[src/rtl/spi_master.sv]
// SPI mode-0 initiator: one 16-bit {addr, rw, data} frame per start, MSB first.
// Optional build macro SPI_MISO_SYNC_EN adds a 2-flop miso synchronizer and a later sample point.
module spi_master #(
  parameter int CLK_DIV = 4
) (
  input  logic       clk,
  input  logic       reset,
  input  logic       start,
  input  logic [6:0] addr,
  input  logic       rw,
  input  logic [7:0] wdata,
  output logic [7:0] rdata,
  output logic       busy,
  output logic       done,
  output logic       sclk_pin,
  output logic       cs_pin,
  output logic       mosi_pin,
  input  logic       miso_pin
);

  typedef enum logic [2:0] {IDLE, SETUP, SHIFT, HOLD, DONE} state_t;

  localparam logic [7:0] DIV_LAST = 8'(CLK_DIV - 1);

  state_t      state_q;
  logic [7:0]  cnt_q;
  logic [4:0]  bit_q;
  logic [15:0] tx_q;
  logic [7:0]  rx_q;
  logic [7:0]  rdata_q;
  logic        rw_q, sclk_q, cs_q, mosi_q, busy_q, done_q;
  logic        cnt_last, sample_d, miso_d;

  assign cnt_last = (cnt_q == DIV_LAST);

`ifdef SPI_MISO_SYNC_EN
  logic [1:0] sync_q;
  always_ff @(posedge clk) begin
    if (reset) sync_q <= 2'b00;
    else       sync_q <= {sync_q[0], miso_pin};
  end
  // Two cycles of synchronizer delay: the first low-phase cycle sees the value present late in the high phase.
  assign miso_d   = sync_q[1];
  assign sample_d = (state_q == SHIFT) && !sclk_q && (cnt_q == 8'd0);
`else
  assign miso_d   = miso_pin;
  assign sample_d = (state_q == SHIFT) && sclk_q && cnt_last;
`endif

  always_ff @(posedge clk) begin
    if (reset) begin
      state_q <= IDLE;
      cnt_q   <= 8'd0;
      bit_q   <= 5'd0;
      tx_q    <= 16'h0000;
      rx_q    <= 8'h00;
      rdata_q <= 8'h00;
      rw_q    <= 1'b0;
      sclk_q  <= 1'b0;
      cs_q    <= 1'b1;
      mosi_q  <= 1'b0;
      busy_q  <= 1'b0;
      done_q  <= 1'b0;
    end else begin
      done_q <= 1'b0;
      if (sample_d) rx_q <= {rx_q[6:0], miso_d};
      case (state_q)
        IDLE: if (start) begin
          tx_q    <= {addr, rw, rw ? 8'h00 : wdata};
          rw_q    <= rw;
          cs_q    <= 1'b0;
          mosi_q  <= addr[6];
          busy_q  <= 1'b1;
          cnt_q   <= 8'd0;
          bit_q   <= 5'd0;
          state_q <= SETUP;
        end
        SETUP: begin
          if (cnt_last) begin
            cnt_q   <= 8'd0;
            sclk_q  <= 1'b1;
            state_q <= SHIFT;
          end else cnt_q <= cnt_q + 8'd1;
        end
        SHIFT: begin
          if (cnt_last) begin
            cnt_q <= 8'd0;
            if (sclk_q) begin
              // Falling edge: advance mosi; zero fill leaves mosi low after bit 0.
              sclk_q <= 1'b0;
              mosi_q <= tx_q[14];
              tx_q   <= {tx_q[14:0], 1'b0};
            end else begin
              bit_q <= bit_q + 5'd1;
              if (bit_q == 5'd15) begin
                mosi_q  <= 1'b0;
                state_q <= HOLD;
              end else sclk_q <= 1'b1;
            end
          end else cnt_q <= cnt_q + 8'd1;
        end
        HOLD: begin
          if (cnt_last) begin
            cnt_q   <= 8'd0;
            cs_q    <= 1'b1;
            done_q  <= 1'b1;
            state_q <= DONE;
            if (rw_q) rdata_q <= rx_q;
          end else cnt_q <= cnt_q + 8'd1;
        end
        DONE: begin
          busy_q  <= 1'b0;
          state_q <= IDLE;
        end
        default: state_q <= IDLE;
      endcase
    end
  end

  assign rdata    = rdata_q;
  assign busy     = busy_q;
  assign done     = done_q;
  assign sclk_pin = sclk_q;
  assign cs_pin   = cs_q;
  assign mosi_pin = mosi_q;

endmodule

[config.mk]
export PLATFORM = sky130hd
export DESIGN_NAME = spi_master
export DESIGN_NICKNAME = d
export VERILOG_FILES = /design/src/rtl/spi_master.sv
export SDC_FILE = /design/constraint.sdc
export NUM_CORES = 1
export LEC_CHECK = 0
export ABC_AREA = 1
export CAP_MARGIN = 20
export CORE_MARGIN = 10
export CORE_UTILIZATION = 40
export CTS_CLUSTER_DIAMETER = 50
export DETAILED_ROUTE_END_ITERATION = 7
export DONT_BUFFER_PORTS = 1
export GPL_ROUTABILITY_DRIVEN = 0
export PLACE_DENSITY = 0.6
export SLEW_MARGIN = 20
export SYNTH_ARGS = -nofsm -noshare
export SYNTH_HDL_FRONTEND = slang
export SYNTH_SLANG_ARGS = --single-unit
[constraint.sdc]
create_clock -name clk -period 3.2 [get_ports clk]
set_clock_uncertainty 0.1 [all_clocks]
set_input_delay 0 -clock clk [delete_from_list [all_inputs] [get_ports clk]]
set_output_delay 0 -clock clk [all_outputs]
set_load 0.02 [all_outputs]
=== Word level (Yosys, flattened, before mapping) ===
Cells that the tools add are included.

* Register bits after elaboration: 53
* Logic and storage cells: 83
* Output and inout bits: 13
* Input bits: 20

* Bitwise operators: 1
* Reductions and logical operators: 20
* Mux-type cells: 34
* Add/subtract/negate cells: 2
* Eq/ne operators: 14

{| class="wikitable"
|+ Operator list
! cell !! count
|-
| $mux W15 || 3
|-
| $pmux W15 S2 || 1
|-
| $mux W8 || 3
|-
| $mux W3 || 6
|-
| $pmux W8 S2 || 1
|-
| $mux W5 || 3
|-
| $ne A2 B2 Y1 const B || 6
|-
| $pmux W3 S4 || 1
|-
| $reduce_and A4 Y1 || 3
|-
| $mux W1 || 11
|-
| $pmux W5 S2 || 1
|-
| $reduce_bool A2 Y1 || 5
|-
| $reduce_and A3 Y1 || 3
|-
| $add A8 B1 Y8 const B || 1
|-
| $eq A8 B2 Y1 const B || 1
|-
| $pmux W1 S2 || 4
|-
| $eq A3 B2 Y1 const B || 2
|-
| $reduce_and A2 Y1 || 3
|-
| $reduce_and A6 Y1 || 1
|-
| $add A5 B1 Y5 const B || 1
|-
| $eq A5 B4 Y1 const B || 1
|-
| $eq A3 B1 Y1 const B || 1
|-
| $eq A3 B3 Y1 const B || 1
|-
| $logic_not A3 Y1 || 1
|-
| 6 further kinds || 7
|}

=== Logic depth before layout (Yosys ltp) ===
* Word-level depth: 5
* Depth in mapped cells: 10
* Gate-level depth less buffers: 9

=== Worst setup path after synthesis ===
OpenSTA, ideal clock, no wires.

* Path kind: reg-to-reg
* Start: reg cnt_q[0]
* End: reg rdata_q[0], in the netlist rdata[0]
* Path buffers: 1
* Required time: 2.987 ns
* Library setup time: 0.113 ns
* Stages on the path, launching flop included: 10
* Clock period less this slack: 1.591 ns
* Setup slack: 1.609 ns
* Arrival: 1.378 ns
* Cell sequence: dfxtp_1 > ha_1 > inv_1 > nor2_1 > nand2_1 > nor2_2 > nand2_2 > buf_6 > nor2_1 > nor2_1

* Cells in the longest elaborated chain, start to end: 2

{| class="wikitable"
|+ Ends and longest elaborated chain
! what !! line !! text
|-
| start: declaration || 26 || <nowiki>logic [7:0] cnt_q;</nowiki>
|-
| start signal: assignment || 83 || <nowiki>end else cnt_q <= cnt_q + 8'd1;</nowiki>
|-
| start signal: assignment || 100 || <nowiki>end else cnt_q <= cnt_q + 8'd1;</nowiki>
|-
| start signal: assignment || 109 || <nowiki>end else cnt_q <= cnt_q + 8'd1;</nowiki>
|-
| $eq A8 B2 Y1 || 34 || <nowiki>assign cnt_last = (cnt_q == DIV_LAST);</nowiki>
|-
| $reduce_and A3 Y1 (no source line) || - ||
|-
| end signal: assignment || 108 || <nowiki>if (rw_q) rdata_q <= rx_q;</nowiki>
|-
| end: declaration || 30 || <nowiki>logic [7:0] rdata_q;</nowiki>
|}

Every way passes these cells.
A chain may end at the register's enable or synchronous reset.

=== Worst setup path in the final report ===
* Start: reg cnt_q[0]
* End: reg rdata_q[2], in the netlist rdata[2]

Same word-level chain as after synthesis.

==> impl_metrics.tcl <==
set metrics [dict create \
    cpMostUsedCell "nand2_1" \
    diodes 0 \
    clk_pin_slew_worst_paths_ns 0.10 \
    syn_avg_cell_area_um2 6.78 \
    setup_viol 0 \
    synth-seq-area-share 0.406 \
    final_common_cell "nand2_1" \
    path_cells "ha_1 -> inv_1 -> nor2_1 -> nand2_1 -> nor2_2 -> nand2_2 -> nand2_1 -> nand2_1 -> nor2_1" \
    synth_edf_count 0 \
    fillers 666 \
    syn_area_um2 2620 \
    grt_max_degree 33 \
    cts_hold_buf 19 \
    vias 2312 \
    multiInputGateArea_um2 1340 \
    place_hpwl_um 3950 \
    cts_buffer_depth 2 \
    tightest_slew_ns 0.973 \
    wl_per_cell_um 12.0 \
    cts_num_sinks 53 \
    min_path_type "primary input to register" \
    layout_min_cycle_time_ns 1.98 \
    synth_cell_types 30 \
    layout.cells.non_filler 475 \
    max-cap-violations 0 \
    grt_pass1_wl_um 9850 \
    cp_max_fo 16 \
    hold_viol 0 \
    syn_inst 386 \
    final_core_utilization 0.459 \
    grt_usage 0.115 \
    cp-end-kind "register" \
    synth_area_leader_cell "dfxtp_1" \
    synthTopCellsByArea "dfxtp_1 41%, nand2_1 15%, nor2_1 9.8%, nand3_1 4.6%, inv_1 4.2%" \
    most-common-layout-cells "105 x nand2_1, 68 x nor2_1, 53 x dfxtp_1" \
    drt_iter0_markers 147 \
    drv_slew 0 \
    holdWs_ns 0.0583 \
    start_util 0.412 \
    io_pins 33 \
    postCtsSetupBuffers 0 \
    grt_pass1_vias 2131 \
    crit_buf_inv 1 \
    crit_path_max_incr_delay_ns 0.37 \
    fp.dieW_um 101 \
    yosys_warnings 0 \
    final_layout_size_suffix_gt1_frac 0.0653 \
    rsz0062_at_grt "false" \
    syn_nets 409 \
    drt_wl_total_um 5720 \
    yosysTopAreaCellShare 0.406 \
    antenna_found_initial 0 \
    dieHeight_um 101 \
    worst_slew_margin_rel 0.351 \
    layout.nets 420 \
    ir_drop_mv 0.484 \
    h-tree-depth 2 \
    cts_buffers 5 \
    ys_ff_latch 53 \
    worstPathRequired_ns 3.36 \
    worstSetupPathType "register to register" \
    portBuffers 0 \
    tns_ns 0 \
    drtAntennaViolNets 0 \
    power_density_nw_per_um2 705 \
    synthToLayoutAreaGrowth_pct 11.3 \
    crit_path_top_delay_cell "dfxtp_1" \
    fin_crit_sh 0.620 \
    status "finished, final reports clean" \
    clk_latency_ns 0.31 \
    cts_resized 0 \
    die-area_um2 10200 \
    crit_family "simple AND/OR/NAND/NOR gates" \
    avgViaCountPerCell 4.87 \
    core_area_um2 6350 \
    p_leak_nw 1.28 \
    seq_area_um2 1060 \
    dp.cells 448 \
    route.detailed.drc 0 \
    ys_async_sr_fraction 0 \
    max_freq_mhz 504 \
    start_kind "register" \
    drt-pass1-iter-count 5 \
    root_buffer "clkbuf_8" \
    arrival_ns 2.14 \
    fp-row-count 29 \
    synth-main-ff-cell "dfxtp_1" \
    cts_tree "done" \
    gr-total-overflow 0 \
]
## worst register-to-register path, stage by stage, from the launching register on
cell and delay [ns]:
dfxtp_1 0.37, ha_1 0.19, inv_1 0.05, nor2_1 0.20
nand2_1 0.32, nor2_2 0.22, nand2_2 0.20, nand2_1 0.12
nand2_1 0.05, nor2_1 0.11
## routing by layer
layer	part of all wire	up-vias	global-route usage
li1	-	1247	-
met1	0.49	1021	0.148
met2	0.44	39	0.179
met3	0.063	5	0.0364
met4	0.011	0	0.0359
met5	0	-	0
## path summary, 6_finish.rpt
kind | end | cells past startpoint | slack, ns | startpoint
max | rdata[2]$_SDFFE_PP0P_ | 9 | 1.22 | cnt_q[0]$_SDFFE_PP0P_
min | bit_q[2]$_SDFFE_PP0P_ | 6 | 0.06 | start
min reg2reg | rw_q$_SDFFE_PP0P_ | 2 | 0.37 | rw_q$_SDFFE_PP0P_
max reg2reg | rdata[2]$_SDFFE_PP0P_ | 9 | 1.22 | cnt_q[0]$_SDFFE_PP0P_
## cell usage after synthesis, types with 2 or more instances
library cell	n
nand2_1	105
nor2_1	68
dfxtp_1	53
inv_1	29
nand3_1	24
a21oi_1	21
o21ai_0	21
nand4_1	10
clkbuf_1	7
nand3b_1	6
buf_2	5
nand2_2	4
nor3_1	4
xor2_1	4
buf_4	3
ha_1	3
or2_2	3
buf_6	2
clkinv_1	2
nor2_4	2
## stage by stage
step	cell area (µm²)	power, mW	setup slack, ns
detailed placement	2630	1.67	1.20
floorplan	2620	1.55	1.61
global placement	2630	1.66	1.23
CTS	2910	2.08	1.18
global route	2910	2.25	0.942
finish	2910	2.05	1.22
## registers in the layout, summed over array words and instances (netlist names)
signal    flops
tx_q         15
bit_q         5
rx_q          8
cs_pin        1
mosi_pin      1
rdata         8
busy          1
sclk_pin      1
done          1
rw_q          1
cnt_q         8
state_q       3
## cell families after synthesis
logic type	Yosys count	synth area share
compound gates	45	0.0933
xor+xnor	4	0.0134
fa+ha+maj	3	0.0143
buf+inv	49	0.0827
flops	53	0.406
simple gates	232	0.391
## layout make-up
cell class	count	area share
clock buffer	5	0.0236
inverter	32	0.0412
tap	77	0.0331
clock inverter	3	0.00773
sequential	53	0.364
timing repair buffer	21	0.0704
multi-input combinational	284	0.460
## power breakdown
group | leakage (nW) | total [mW] | switching [mW] | internal [mW]
combinational | 0.816 | 0.791 | 0.519 | 0.272
sequential | 0.432 | 0.879 | 0.101 | 0.779
clock | 0.0364 | 0.383 | 0.230 | 0.154
total | 1.28 | 2.05 | 0.849 | 1.20
No activity file was read; power rests on OpenSTA's default activity.
